`src/rtl/cipher_frame_packer.sv`:
```
// cipher_frame_packer: buffers one ciphertext frame, then re-emits it as
// SYNC, LEN, payload, CHK over a byte-wide valid/ready stream.
module cipher_frame_packer #(
   parameter int unsigned MAX_LEN   = 16,
   parameter logic [7:0]  SYNC_BYTE = 8'hA5
) (
   input  logic        clk,
   input  logic        reset,
   input  logic [7:0]  in_data,
   input  logic        in_valid,
   input  logic        in_last,
   output logic        in_ready,
   output logic [7:0]  out_data,
   output logic        out_valid,
   output logic        out_sof,
   output logic        out_eof,
   input  logic        out_ready,
   output logic [15:0] frames_sent
);

   localparam int unsigned CW = $clog2(MAX_LEN + 1);
   localparam int unsigned AW = (MAX_LEN > 1) ? $clog2(MAX_LEN) : 1;

   typedef enum logic [2:0] {
      COLLECT = 3'd0,
      SYNC    = 3'd1,
      LEN     = 3'd2,
      PAYLOAD = 3'd3,
      CHK     = 3'd4
   } state_t;

   state_t          state;
   state_t          state_next;
   logic [CW-1:0]   count;
   logic [CW-1:0]   count_next;
   logic [CW-1:0]   rd_idx;
   logic [CW-1:0]   rd_next;
   logic [7:0]      acc;
   logic [7:0]      acc_next;
   logic [15:0]     frames_next;
   logic            wr_en;
   logic            accept;
   logic            consume;
   logic            in_ready_next;
   logic            out_valid_next;
   logic            out_sof_next;
   logic            out_eof_next;
   logic [7:0]      out_data_next;
   logic [7:0]      frame_buf [MAX_LEN];

   // State register
   always_ff @(posedge clk) begin
      if (!reset) begin
         state <= COLLECT;
      end else begin
         state <= state_next;
      end
   end

   // Next-state, datapath updates and next values of the registered outputs
   always_comb begin
      state_next     = state;
      count_next     = count;
      rd_next        = rd_idx;
      acc_next       = acc;
      frames_next    = frames_sent;
      wr_en          = 1'b0;
      accept         = in_valid && in_ready;
      consume        = out_valid && out_ready;
      in_ready_next  = 1'b0;
      out_valid_next = 1'b0;
      out_sof_next   = 1'b0;
      out_eof_next   = 1'b0;
      out_data_next  = 8'h00;

      unique case (state)
         COLLECT: begin
            if (accept) begin
               wr_en      = 1'b1;
               count_next = count + CW'(1);
               acc_next   = acc ^ in_data;
               // A full buffer closes the frame even without in_last
               if (in_last || (count_next == CW'(MAX_LEN))) begin
                  state_next = SYNC;
               end
            end
         end
         SYNC: begin
            if (consume) begin
               rd_next    = '0;
               state_next = LEN;
            end
         end
         LEN: begin
            if (consume) begin
               state_next = PAYLOAD;
            end
         end
         PAYLOAD: begin
            if (consume) begin
               rd_next = rd_idx + CW'(1);
               if (rd_idx == (count - CW'(1))) begin
                  state_next = CHK;
               end
            end
         end
         CHK: begin
            if (consume) begin
               frames_next = frames_sent + 16'd1;
               count_next  = '0;
               acc_next    = 8'h00;
               rd_next     = '0;
               state_next  = COLLECT;
            end
         end
         default: begin
            state_next = COLLECT;
         end
      endcase

      // Outputs are precomputed from the next state so they leave a register
      in_ready_next  = (state_next == COLLECT);
      out_valid_next = (state_next != COLLECT);
      out_sof_next   = (state_next == SYNC);
      out_eof_next   = (state_next == CHK);
      unique case (state_next)
         SYNC:    out_data_next = SYNC_BYTE;
         LEN:     out_data_next = 8'(count_next);
         PAYLOAD: out_data_next = frame_buf[AW'(rd_next)];
         CHK:     out_data_next = 8'(count_next) ^ acc_next;
         default: out_data_next = 8'h00;
      endcase
   end

   // Frame counters, checksum accumulator and registered outputs
   always_ff @(posedge clk) begin
      if (!reset) begin
         count       <= '0;
         rd_idx      <= '0;
         acc         <= 8'h00;
         frames_sent <= 16'h0000;
         in_ready    <= 1'b1;
         out_valid   <= 1'b0;
         out_sof     <= 1'b0;
         out_eof     <= 1'b0;
         out_data    <= 8'h00;
      end else begin
         count       <= count_next;
         rd_idx      <= rd_next;
         acc         <= acc_next;
         frames_sent <= frames_next;
         in_ready    <= in_ready_next;
         out_valid   <= out_valid_next;
         out_sof     <= out_sof_next;
         out_eof     <= out_eof_next;
         out_data    <= out_data_next;
      end
   end

   // Payload buffer write; contents are don't-care until the count covers them
   always_ff @(posedge clk) begin
      if (wr_en) begin
         frame_buf[AW'(count)] <= in_data;
      end
   end

endmodule

```
`config.mk`:
```
export PLATFORM = sky130hd
export DESIGN_NAME = cipher_frame_packer
export DESIGN_NICKNAME = d
export VERILOG_FILES = /design/src/rtl/cipher_frame_packer.sv
export SDC_FILE = /design/constraint.sdc
export NUM_CORES = 1
export LEC_CHECK = 0
export ABC_AREA = 1
export ABC_CLOCK_PERIOD_IN_PS = 2760
export BUFFER_PORTS_ARGS = -buffer_cell sky130_fd_sc_hd__buf_2
export CAP_MARGIN = 10
export CORE_ASPECT_RATIO = 0.5
export CORE_MARGIN = 2
export CORE_UTILIZATION = 28
export CTS_BUF_LIST = sky130_fd_sc_hd__clkbuf_4 sky130_fd_sc_hd__clkbuf_8 sky130_fd_sc_hd__clkbuf_16
export DETAILED_ROUTE_END_ITERATION = 12
export GPL_TIMING_DRIVEN = 0
export PLACE_DENSITY = 0.48
export SLEW_MARGIN = 25
export SYNTH_ARGS = -nofsm -noshare
export SYNTH_HDL_FRONTEND = slang
export SYNTH_SLANG_ARGS = --single-unit
```
`constraint.sdc`:
```
create_clock -name clk -period 2.76 [get_ports clk]
set_clock_uncertainty 0.2 [all_clocks]
set_input_delay 0.552 -clock clk [delete_from_list [all_inputs] [get_ports clk]]
set_output_delay 0.552 -clock clk [all_outputs]
set_load 0.03 [all_outputs]
```
==> results_dict.tcl <==
set metrics [dict create \
    first_pass_iters 5 \
    via_per_inst 4.70 \
    finalSetupViolations 0 \
    fin_crit_ns 2.63 \
    worstSetupPathType "register to register" \
    holdWs_ns 0.189 \
    max_freq_mhz 381 \
    gp_congestion 0.854 \
    drc 0 \
    p_leak_nw 3.47 \
    drive_above_1_share_pct 16.8 \
    max_cap_violations 0 \
    clock-sinks 177 \
    cts_tree "done" \
    reg2reg_from "state[2]" \
    synthFlopType "edfxtp_1" \
    synth_fp_nets 816 \
    layout_setup_ws_ns 0.135 \
    ios 41 \
    synth_top_area_share_pct 48.7 \
    worst_skew_pair.late_latency_ns 0.43 \
    clk_path_buf_depth 2 \
    port_buffers 40 \
    fp.dieArea_um2 29600 \
    hold-path-endpoint "frames_sent[15]" \
    worst_setup_path_end_kind "register" \
    worstMarginPinSlew_ns 0.939 \
    rsz0062_at_grt "no" \
    status "completed" \
    ctsHtreeMaxLevel 4 \
    syn_avg_cell_area_um2 9.92 \
    synth_cells 796 \
    wl_per_cell_um 17.2 \
    antenna_found_initial 0 \
    slew_headroom_pct 37.2 \
    synth_cell_types 37 \
    cts_buffers 17 \
    hold_class "input pin to register" \
    cellPowerDensity_nw_per_um2 672 \
    synth_seq_area_share_pct 61.1 \
    fp.dieH_um 123 \
    drt-initial-drc-count 467 \
    synth_edf_count 128 \
    dp_slack_ns -0.244 \
    required_ns 2.62 \
    grt.overflow.total 0 \
    start_kind "register" \
    synth_seq_cells 177 \
    fin_util_pct 33.3 \
    worstPathArrival_ns 2.48 \
    reg2reg_depth 7 \
    num_vias 5873 \
    ant_nets 0 \
    mostFrequentLayoutCells "nand3_1 (199), nand2_1 (136), edfxtp_1 (128)" \
    routed_wl_um 21500 \
    nNetsFinal 875 \
    fin_crit_sh_pct 95.1 \
    row_count 43 \
    yosysWarnings 0 \
    critPathLaunch "state[2]" \
    core_area_um2 27700 \
    dp_hpwl_um 14900 \
    grt_pass1_vias 5527 \
    design_area_um2 9220 \
    grt_pass1_wl_um 32400 \
    diodes 0 \
    grt_max_degree 19 \
    clk_pin_slew_ns 0.07 \
    hold_viol_final 0 \
    synth_area_um2 7900 \
    irDropWorstVdd_mv 0.477 \
    ys_async_sr_fraction_pct 0 \
    fp.dieW_um 241 \
    grt_use_total_pct 14.9 \
    initial_core_util_pct 28.5 \
    post_dp_cell_area_um2 8570 \
    hold_depth 3 \
    synthTopCellsByArea "edfxtp_1 (49%), nand3_1 (13%), dfxtp_1 (12%)" \
    r2r_slack_ns 0.13 \
    synth_top_area_cell "edfxtp_1" \
    drv_slew 0 \
    layout_commonest_cell "nand3_1" \
    area_growth_syn_to_layout_pct 16.7 \
    crit_fanout 10 \
    r2r-end "frame_buf[12][2]" \
    min-delay-start "reset" \
    root_buffer "clkbuf_16" \
]
-- metrics by stage --
step                total power [W]  std cells  TNS (ns)
floorplan                   0.00347        796         0
global placement            0.00372       1218     -6.24
detailed placement          0.00372       1218    -11.11
CTS                         0.00623       1250         0
global route                0.00643       1250         0
finish                      0.00620       1250         0
-- flip-flops by register name, summed over array words and instances, names as in the netlist --
name / cells
acc: 8
rd_idx: 5
frames_sent: 16
count: 5
in_ready: 1
out_sof: 1
out_data: 8
out_valid: 1
state: 3
frame_buf: 128
out_eof: 1
-- metal layers --
metal	share of wire, %	up-vias	GRT usage, %
met5	0	-	0
met3	4.8	15	3.35
met4	1.3	0	3.82
met1	49	2838	21.1
met2	45	140	23.0
li1	-	2880	-
-- final cells by class --
type | instances | area (µm²)
Fill cell | 2853 | 18500
Sequential cell | 177 | 4820
Multi-Input combinational cell | 517 | 2590
Clock buffer | 21 | 526
Tap cell | 382 | 478
Buffer | 38 | 258
Inverter | 64 | 240
Timing Repair Buffer | 40 | 200
Clock inverter | 11 | 97.6
-- worst max-delay path, cell delays in order (launching register included) --
cell	delay, ns
dfxtp_1	0.31
buf_6	0.13
inv_2	0.06
nand2_2	0.07
nor3_4	0.32
buf_4	0.25
nand2_1	0.16
nor2_1	0.74
-- kinds of logic after synthesis --
kind of cell               synth area share [%]
and+or+nand+nor                            25.2
xor gates and xnor gates                   1.66
adders and majority gates                  1.11
AOI/OAI and AO/OA                          4.67
buffers and inverters                      6.24
DFF                                        61.1
-- power breakdown --
part / leakage [nW] / internal [W] / switching, W / total, W
sequential: 1.55 / 0.00290 / 0.0000252 / 0.00293
clock: 0.314 / 0.00140 / 0.00113 / 0.00253
combinational: 1.60 / 0.000227 / 0.000511 / 0.000738
-- how the worst max path moves through the flow --
stage / endpoint / slack [ns] / cells after the start
2_1_floorplan: out_data[1] / 0.46 / 14
3_3_place_gp: out_data[2] / -0.19 / 14
3_5_place_dp: frame_buf[12][7] / -0.24 / 6
4_1_cts: frame_buf[12][2] / 0.05 / 7
5_1_grt: out_data[6] / 0.02 / 13
6_report: frame_buf[12][2] / 0.13 / 7
-- Yosys cell counts, types with 9 or more instances --
cell and count:
buf_2 19, o21ai_0 18, nand3_1 202, edfxtp_1 128
inv_2 14, nand2_1 136, dfxtp_1 49, inv_1 49
a21oi_1 28, nor2_1 58, xor2_1 9
-- timing repair --
item	4_1_cts	5_1_grt
setup endpoints to repair	0	3
hold buffers	0	0
buffers inserted	0	0
gates resized for setup	0	8
Note: power is estimated with default switching activity, not from simulation.
